**src/rtl/dmem_cache_ctrl.sv**
```systemverilog
`default_nettype none
// ============================================================================
// Module      : dmem_cache_ctrl
// Description : Direct-mapped, one-word-per-line data cache controller for a
//               CPU memory stage. Loads allocate on miss, stores are
//               write-through / no-allocate. Flush invalidates every line.
//               Optional misalignment check enabled by defining
//               DMEM_ALIGN_CHECK_EN (odd byte address -> err + done pulse).
// Revision    : 1.0 - initial release
// ============================================================================
module dmem_cache_ctrl #(
  parameter int DATA_W = 16,
  parameter int ADDR_W = 16,
  parameter int LINES  = 8
) (
  input  logic              clk,
  input  logic              rst,
  input  logic              en,
  input  logic              wr,
  input  logic [ADDR_W-1:0] addr,
  input  logic [DATA_W-1:0] wdata,
  input  logic              flush,
  output logic [DATA_W-1:0] rdata,
  output logic              done,
  output logic              busy,
  output logic              err,
  output logic              mem_req,
  output logic              mem_wr,
  output logic [ADDR_W-1:0] mem_addr,
  output logic [DATA_W-1:0] mem_wdata,
  input  logic              mem_ready,
  input  logic [DATA_W-1:0] mem_rdata
);

  localparam int IDX_W = $clog2(LINES);
  localparam int TAG_W = ADDR_W - IDX_W - 1;

  localparam logic [1:0] S_IDLE = 2'd0;
  localparam logic [1:0] S_FILL = 2'd1;
  localparam logic [1:0] S_WRT  = 2'd2;

  logic [1:0]        state_q, state_d;
  logic [LINES-1:0]  valid_q, valid_d;
  logic [TAG_W-1:0]  tag_q  [LINES];
  logic [DATA_W-1:0] data_q [LINES];
  logic [DATA_W-1:0] rdata_q, rdata_d;
  logic              done_q, done_d;
  logic              busy_q;
  logic              mem_req_q, mem_req_d;
  logic              mem_wr_q, mem_wr_d;
  logic [ADDR_W-1:0] mem_addr_q, mem_addr_d;
  logic [DATA_W-1:0] mem_wdata_q, mem_wdata_d;
  logic              flush_pend_q, flush_pend_d;
  logic              line_we;
  logic [DATA_W-1:0] line_wdata;

  // Request-side decode uses the live address; the completion side uses the
  // registered memory address so a line update never depends on the requester.
  logic [IDX_W-1:0] w_req_idx, w_mem_idx;
  logic [TAG_W-1:0] w_req_tag, w_mem_tag;
  logic             w_req_hit, w_mem_hit;
  logic             w_accept;
  logic             w_flush_req;
  logic             w_misaligned;

  assign w_req_idx   = addr[IDX_W:1];
  assign w_req_tag   = addr[ADDR_W-1:IDX_W+1];
  assign w_mem_idx   = mem_addr_q[IDX_W:1];
  assign w_mem_tag   = mem_addr_q[ADDR_W-1:IDX_W+1];
  assign w_req_hit   = valid_q[w_req_idx] && (tag_q[w_req_idx] == w_req_tag);
  assign w_mem_hit   = valid_q[w_mem_idx] && (tag_q[w_mem_idx] == w_mem_tag);
  // No request is taken in the cycle a done pulse is being driven.
  assign w_accept    = (state_q == S_IDLE) && !done_q;
  assign w_flush_req = flush | flush_pend_q;

`ifdef DMEM_ALIGN_CHECK_EN
  logic err_q;

  assign w_misaligned = addr[0];

  // Error flag pulses alongside done for an odd-address request.
  always_ff @(posedge clk or negedge rst) begin
    if (!rst) begin
      err_q <= 1'b0;
    end else begin
      err_q <= w_accept && !w_flush_req && en && w_misaligned;
    end
  end

  assign err = err_q;
`else
  logic w_unused_addr0;

  assign w_unused_addr0 = addr[0];
  assign w_misaligned   = 1'b0;
  assign err            = 1'b0;
`endif

  // Next-state and registered-output computation for the controller FSM.
  always_comb begin
    state_d      = state_q;
    valid_d      = valid_q;
    rdata_d      = rdata_q;
    done_d       = 1'b0;
    mem_req_d    = mem_req_q;
    mem_wr_d     = mem_wr_q;
    mem_addr_d   = mem_addr_q;
    mem_wdata_d  = mem_wdata_q;
    flush_pend_d = flush_pend_q;
    line_we      = 1'b0;
    line_wdata   = '0;
    case (state_q)
      S_IDLE: begin
        if (done_q) begin
          // Keep a flush raised during the done cycle for the next cycle.
          if (flush) flush_pend_d = 1'b1;
        end else if (w_flush_req) begin
          valid_d      = '0;
          flush_pend_d = 1'b0;
          done_d       = 1'b1;
        end else if (en) begin
          if (w_misaligned) begin
            done_d = 1'b1;
          end else if (!wr) begin
            if (w_req_hit) begin
              done_d  = 1'b1;
              rdata_d = data_q[w_req_idx];
            end else begin
              state_d    = S_FILL;
              mem_req_d  = 1'b1;
              mem_wr_d   = 1'b0;
              mem_addr_d = addr;
            end
          end else begin
            state_d     = S_WRT;
            mem_req_d   = 1'b1;
            mem_wr_d    = 1'b1;
            mem_addr_d  = addr;
            mem_wdata_d = wdata;
          end
        end
      end
      S_FILL: begin
        if (flush) flush_pend_d = 1'b1;
        if (mem_ready) begin
          line_we              = 1'b1;
          line_wdata           = mem_rdata;
          valid_d[w_mem_idx]   = 1'b1;
          rdata_d              = mem_rdata;
          done_d               = 1'b1;
          mem_req_d            = 1'b0;
          state_d              = S_IDLE;
        end
      end
      S_WRT: begin
        if (flush) flush_pend_d = 1'b1;
        if (mem_ready) begin
          // Write-through: refresh a resident copy, never allocate.
          if (w_mem_hit) begin
            line_we    = 1'b1;
            line_wdata = mem_wdata_q;
          end
          done_d    = 1'b1;
          mem_req_d = 1'b0;
          mem_wr_d  = 1'b0;
          state_d   = S_IDLE;
        end
      end
      default: begin
        state_d   = S_IDLE;
        mem_req_d = 1'b0;
        mem_wr_d  = 1'b0;
      end
    endcase
  end

  // Control state and registered outputs, asynchronously cleared.
  always_ff @(posedge clk or negedge rst) begin
    if (!rst) begin
      state_q      <= S_IDLE;
      valid_q      <= '0;
      rdata_q      <= '0;
      done_q       <= 1'b0;
      busy_q       <= 1'b0;
      mem_req_q    <= 1'b0;
      mem_wr_q     <= 1'b0;
      mem_addr_q   <= '0;
      mem_wdata_q  <= '0;
      flush_pend_q <= 1'b0;
    end else begin
      state_q      <= state_d;
      valid_q      <= valid_d;
      rdata_q      <= rdata_d;
      done_q       <= done_d;
      busy_q       <= (state_d != S_IDLE);
      mem_req_q    <= mem_req_d;
      mem_wr_q     <= mem_wr_d;
      mem_addr_q   <= mem_addr_d;
      mem_wdata_q  <= mem_wdata_d;
      flush_pend_q <= flush_pend_d;
    end
  end

  // Tag/data storage; contents are qualified by the valid bits, so no reset.
  always_ff @(posedge clk) begin
    if (line_we) begin
      tag_q[w_mem_idx]  <= w_mem_tag;
      data_q[w_mem_idx] <= line_wdata;
    end
  end

  assign rdata     = rdata_q;
  assign done      = done_q;
  assign busy      = busy_q;
  assign mem_req   = mem_req_q;
  assign mem_wr    = mem_wr_q;
  assign mem_addr  = mem_addr_q;
  assign mem_wdata = mem_wdata_q;

endmodule
`default_nettype wire
```
**config.mk**
```make
export PLATFORM = sky130hd
export DESIGN_NAME = dmem_cache_ctrl
export DESIGN_NICKNAME = d
export VERILOG_FILES = /design/src/rtl/dmem_cache_ctrl.sv
export SDC_FILE = /design/constraint.sdc
export NUM_CORES = 1
export LEC_CHECK = 0
export CAP_MARGIN = 5
export CORE_AREA = 8 8 182 141
export CTS_CLUSTER_SIZE = 30
export DETAILED_ROUTE_END_ITERATION = 8
export DIE_AREA = 0 0 190 149
export GPL_TIMING_DRIVEN = 0
export PLACE_DENSITY_LB_ADDON = 0.25
export SLEW_MARGIN = 10
export SYNTH_ARGS = -nofsm -noshare
export SYNTH_HDL_FRONTEND = slang
export SYNTH_SLANG_ARGS = --single-unit
export TNS_END_PERCENT = 10
```
**constraint.sdc**
```tcl
create_clock -name clk -period 6.24 [get_ports clk]
set_input_delay 0.624 -clock clk [delete_from_list [all_inputs] [get_ports clk]]
set_output_delay 0.624 -clock clk [all_outputs]
set_load 0.03 [all_outputs]
```
# Word-level counts from Yosys, hierarchy flattened
# Memory sizes are Yosys's and may differ from the RTL's.
# Cells that the tools add are included.
# op_classes
order_cmp,3
mux,59
n_eq_ne,16
bitwise,5
reduce_logical,15
# ops
cell,n
$mux 16,11
$pmux 16 s2,2
$mux 1,27
$eq 12x12->1,2
$mux 8,3
$ne 2x2->1 const B,9
$pmux 8 s2,1
$reduce_and 5->1,3
$mux 2,6
$lt 3x4->1 const B,2
$or 8x8->8,1
$pmux 1 s2,4
$reduce_and 7->1,1
$bmux 1 s3,2
$ne 3x3->1 const B,2
$reduce_and 6->1,1
$reduce_bool 2->1,3
$pmux 2 s2,1
$reduce_and 4->1,1
$demux 1 s3,1
$ge 3x1->1 const B,1
$logic_and 1x1->1,3
$not 1->1,3
$pmux 1 s3,1
other kinds (7),7
# word_totals
ram_bits,224
reg_bits,63
out_inout_bits,53
mem_count,2
elab_cells,110
in_bits,54
# mem_list
memory,words,word_bits,rd,rd_clocked_by_memory_dff,write_ports,line,rtl
data_q,8,16,1,0,1,45,logic [DATA_W-1:0] data_q [LINES];
tag_q,8,12,2,0,1,44,logic [TAG_W-1:0] tag_q [LINES];

# Logic depth before layout (Yosys ltp)
# depth
ltp_word,10
depth_mapped,13
mapped_depth_nobuf,7

# Worst setup path before layout
# Ideal clock, no wire load.
# synth_timing
path_type,register to register
startpoint,"register mem_addr_q[1], in the netlist mem_addr[1]"
endpoint,memory data_q[7][0] (enable)
synth_period_minus_slack_ns,4.914
path_slack_ns,1.326
required_time_ns,5.784
arrival_ns,4.458
setup_time_ns,0.456
n_path_buf,2
path_stages_with_launch,9
cell_sequence,dfrtp_1 buf_2 buf_6 mux4_2 mux2i_1 xnor2_1 a2111oi_4 nand4_2 a211oi_1
# synth_between
elab_chain_cells,8
word_cells_on_any_way,10
cone_classes,eq/ne: 1; mux: 7; reduce/logical: 1; memory: 1
# synth_rtl
element,line,rtl
"start, declared",51,"logic [ADDR_W-1:0] mem_addr_q, mem_addr_d;"
"start signal, assigned",198,mem_addr_q <= mem_addr_d;
$mem_v2 8x12 / $bmux 1 s3 (equally long branches),n/a,
$eq 12x12->1 / $mux 1 (equally long branches),71,assign w_mem_hit = valid_q[w_mem_idx] && (tag_q[w_mem_idx] == w_mem_tag);
$logic_and 1x1->1,71,
$mux 1,159,if (w_mem_hit) begin
$mux 1,157,if (mem_ready) begin
$pmux 1 s2,112,case (state_q)
$mux 1,206,if (line_we) begin
$mux 1 (implied by the code),208,data_q[w_mem_idx] <= line_wdata;
"end, declared",45,
# Parallel ways exist; a longest one is shown, timed or not. The select of a mux whose other input is x is not followed.

# Worst setup path in the final report
# layout_timing
startpoint,"register mem_addr_q[2], in the netlist mem_addr[2]"
endpoint,memory data_q[7][1] (enable)
# The elaborated chain is that of the path after synthesis.

==> metrics list <==
* Setup TNS: 0 ns
- The die covers 28310 µm².
- Counting both buffers and inverters, the worst setup path holds a total of 5.
- Maximum number of pins on one net before global-route repair: 57
- In the final design database the tool counted between 900 and 1000 nets.
- Number of register bits inferred by synthesis: 287
* Setup skew after layout: 0.01005 ns
- The area growth from synthesis to layout is 21.20%.
* Sequential cell fraction of total power: 38.9%
- Power per Cell Area: 428.3 nW/µm²
* Placeable Area: roughly 23000 µm²
- In this run the cell area measured after placement is 14730 µm².
- Post-synthesis sequential area ratio: 63.92%
- The worst setup path is launched from a flop.
* Per-cell routed wire length: roughly 28 µm
- In this design, the largest share of critical-path delay is due to buffers and inverters.
- The smallest clock period supported by the final layout is computed as approximately 4.6 ns.
- In this design, the stage delay of the slowest critical-path cell is approximately 0.86 ns.
- Pre-antenna DRT Iters: 5
- Status: finished, final reports clean
- Number of enable-type register cells in the synthesized netlist: ~220
- The analysis attributes to cell leakage a power of 0.005368 µW.
- In the synthesized netlist the async set-or-reset flop fraction comes to 21.95%.
* Min-Delay Path Class: primary input to asynchronous set/reset pin
- The signal on the critical path passes through buf_2 > buf_4 > clkbuf_1 > nand2_1 > o21ai_0 > xor2_1 > nor4_2 > nand4_2 > a211oi_4 > buf_8 > buf_8.
- Maximum clock frequency: 0.2173 GHz
* Most repeated library cell on the critical path: sky130_fd_sc_hd__buf_8
- Cell count after synthesis: 792
* Psw: roughly 2400 µW
- Antenna Cells: 0
* Insertion delay of the later-clocked pin in the worst-skew pair: 0.54 ns
* Worst-path clk slew: 0.07 ns
* Total number of placement rows: 48
- Path type of the worst setup path: flop to flop
* Fraction of power consumed by the clock network: 27.1%
- Number of H-tree levels: 1
- Global-route wire length before repair: ~53000 µm
- Number of warnings reported in the yosys synthesis log: 0
- Post-route ant nets: 0
- Logic gate share of total power: between 30% and 40%
- Sequential cell area in the final layout: 8303 µm²
- At the pin with the least slew margin, the transition time is 0.9449 ns.
* Count of unique library cells instantiated by Yosys: 62
- Buffers placed on the I/O ports in this run total 103.
* Arrival time at the worst endpoint: 4.85 ns
- Tracing the worst setup path back leads to its startpoint at mem_addr[2]$_DFFE_PN0P_.
- Headroom to the max-slew limit: 37.01%
* Overall Power: slightly below 7000 µW
- In this run the critical register-to-register path is captured at data_q[7][1]$_DFFE_PP_.
- The number of global-route vias before repair was 8355.
- X dimension of the die: 190 µm
- Dividing the detail-routed via count by the number of cells gives around 6.7.
- Remaining design rule violation count: 0
- The final-report max-slew violation count was 0.
* RSZ-0062 raised after global routing: false
- For the worst setup path, the data required time is 6.49 ns.
- For this run the aggregate overflow at the end of global routing stands at 0.
- Deepest clock path buffer count: 3
- Net switching is about a third of the power.
- Post-layout worst setup margin: approximately 1.6 ns
- Number of hold violations in the final report: 0
* Clock tree from TritonCTS: built
- The number of antenna violations at the first check in global routing was 0.
* Share of final-layout standard cells stronger than drive strength 1: 21.61%
* Crit-path max FO: 11
- Die extent in y: 149 µm
- The congestion estimate from routability-driven global placement came to 0.8934.
* Number of failing setup endpoints in the final timing report: 0
- The initial utilization of the core area, before any placement, comes to ~57%.
- Internal power component: 4375 µW
- DP Wirelength: 23940 µm
- Critical Path Slowest Stage Cell: sky130_fd_sc_hd__a211oi_4
- The number of clock buffers added by TritonCTS is 27.
- Synth Area per Inst: 16.40 µm²
- WL final: 35210 µm
- The setup check on the worst reg-to-reg path leaves a slack of 1.64 ns.
- Post-CTS timing repair inserted 0 buffers for setup.
* Worst reg2reg startpoint: mem_addr[2]$_DFFE_PN0P_
* Clock Root Buffer: sky130_fd_sc_hd__clkbuf_16
- Across the VDD grid, the largest voltage drop is around 0.20 mV.
- Overall fraction of global-route tracks in use: 24.85%
- Number of placed I/O pins: 107
* Filler instances: 1480
- Synth Net Count: 850
* Combined area of the multi-input logic cells: roughly 4400 µm²
- Sinks on Clock Net: about 290
* Post-route cell area: 15740 µm²
* Reported max-cap violation count: 0
- Across all layers, the routed design uses 8371 vias.
- The synthesized netlist occupies a cell area of 12990 µm².
* Kind of end point of the critical path: flop
- After layout, the worst path uses 73.75% of the clock period.
- Violation count after the first detailed-routing iteration: 1192
- Top FF cell, synth: sky130_fd_sc_hd__edfxtp_1
- At the placement stage, the worst setup path has a slack of 1.799 ns.
* Worst-case reg-to-reg path depth: 11
[synthesized netlist by cell type (all sizes together), types with 7 or more instances]
master,number,share of area [%]
mux4,68,12
mux2i,44,3.4
a221oi,7,0.52
dfrtp,63,12
a22o,47,3.2
xor2,17,1.1
buf,33,1.7
a21oi,49,1.9
nor2,40,1.2
o21ai,22,0.85
edfxtp,224,52
xnor2,7,0.47
mux2,39,3.4
nand3,9,0.39
inv,10,0.29
nand2,17,0.49
clkbuf,17,0.49
[layout make-up]
type	count	area share (%)
buffer	50	1.844
clock buffer	36	5.015
clock inverter	14	1.351
inverter	12	0.2861
multi-input combinational	443	28.22
sequential	287	52.74
tap	300	2.384
timing repair buffer	116	8.154
[state kept, by name, indices dropped and copies added, names as in the netlist]
name	count
data_q	128
tag_q	96
mem_addr	16
mem_wdata	16
rdata	16
valid_q	8
state_q	2
busy	1
done	1
flush_pend_q	1
mem_req	1
mem_wr	1
[metrics by stage]
stage          hold WS (ns)  cells  util [%]
2_1_floorplan        0.3284    792         -
3_3_place_gp         0.4882   1195     63.58
5_1_grt              0.4604   1258     69.53
4_1_cts              0.4321   1258     69.53
6_report             0.4567   1258     69.53
3_5_place_dp         0.4692   1207     65.06
[worst register-to-register path: stages, from the launching register on]
cell and delay, ns:
sky130_fd_sc_hd__dfrtp_1 0.40, sky130_fd_sc_hd__buf_2 0.30, sky130_fd_sc_hd__buf_4 0.27, sky130_fd_sc_hd__clkbuf_1 0.53, sky130_fd_sc_hd__nand2_1 0.17, sky130_fd_sc_hd__o21ai_0 0.24
sky130_fd_sc_hd__xor2_1 0.15, sky130_fd_sc_hd__nor4_2 0.35, sky130_fd_sc_hd__nand4_2 0.57, sky130_fd_sc_hd__a211oi_4 0.86, sky130_fd_sc_hd__buf_8 0.28, sky130_fd_sc_hd__buf_8 0.19
[cell families after synthesis]
group | synth area share, %
AND/OR/NAND/NOR | 3.940
XOR/XNOR | 1.618
multiplexers | 18.56
flip-flops | 63.92
buffers and inverters | 2.582
adder cells (fa/ha/maj) | 0.3853
other | 0.02887
AO/OA/AOI/OAI | 8.959
[repair_timing]
action                                 CTS  global route
hold buffers                             1             0
resized for setup                        0             0
setup endpoints to repair                0             0
endpoints found under the hold margin    7             0
[power groups by stage]
stage          clock network (µW)  registers [µW]  logic, µW
4_1_cts                      1840            2610       2270
5_1_grt                      1910            2650       2420
2_1_floorplan                   0            2880       1150
6_report                     1820            2620       2300
3_5_place_dp                    0            2650       2250
3_3_place_gp                    0            2650       2180
[routing by layer]
| layer | track usage [%] | vias to the layer above | part of all wire [%] |
|---|---|---|---|
| li1 | - | 3476 | - |
| met1 | 36.51 | 4236 | 42 |
| met2 | 35.87 | 575 | 44 |
| met3 | 6.355 | 84 | 11 |
| met4 | 7.995 | 0 | 3.0 |
| met5 | 0 | - | 0 |
[worst max-delay path by stage]
stage,to,slack [ns],cells after the start
3_3_place_gp,data_q[6][1]$_DFFE_PP_,-1.50,9
3_5_place_dp,data_q[7][1]$_DFFE_PP_,1.80,11
5_1_grt,data_q[7][1]$_DFFE_PP_,1.50,11
6_report,data_q[7][1]$_DFFE_PP_,1.64,11
2_1_floorplan,data_q[7][0]$_DFFE_PP_,1.33,8
4_1_cts,data_q[7][11]$_DFFE_PP_,1.77,11
[cells in the final DEF (no fill, tap or decap), types with 8 or more instances in the layout]
| cell | instances |
|---|---|
| sky130_fd_sc_hd__o21ai_0 | 13 |
| sky130_fd_sc_hd__o21ai_1 | 9 |
| sky130_fd_sc_hd__inv_1 | 8 |
| sky130_fd_sc_hd__a21oi_1 | 43 |
| sky130_fd_sc_hd__buf_4 | 10 |
| sky130_fd_sc_hd__nand3_1 | 8 |
| sky130_fd_sc_hd__a22o_1 | 47 |
| sky130_fd_sc_hd__mux2i_1 | 44 |
| sky130_fd_sc_hd__mux2_2 | 29 |
| sky130_fd_sc_hd__mux4_2 | 68 |
| sky130_fd_sc_hd__buf_2 | 13 |
| sky130_fd_sc_hd__clkbuf_1 | 18 |
| sky130_fd_sc_hd__clkdlybuf4s50_1 | 102 |
| sky130_fd_sc_hd__nor2_1 | 40 |
| sky130_fd_sc_hd__xor2_1 | 17 |
| sky130_fd_sc_hd__mux2_1 | 10 |
| sky130_fd_sc_hd__clkbuf_16 | 27 |
| sky130_fd_sc_hd__clkbuf_8 | 8 |
| sky130_fd_sc_hd__nand2_1 | 17 |
| sky130_fd_sc_hd__dfrtp_1 | 63 |
| sky130_fd_sc_hd__edfxtp_1 | 224 |
Power figures use the tool's default switching activity.
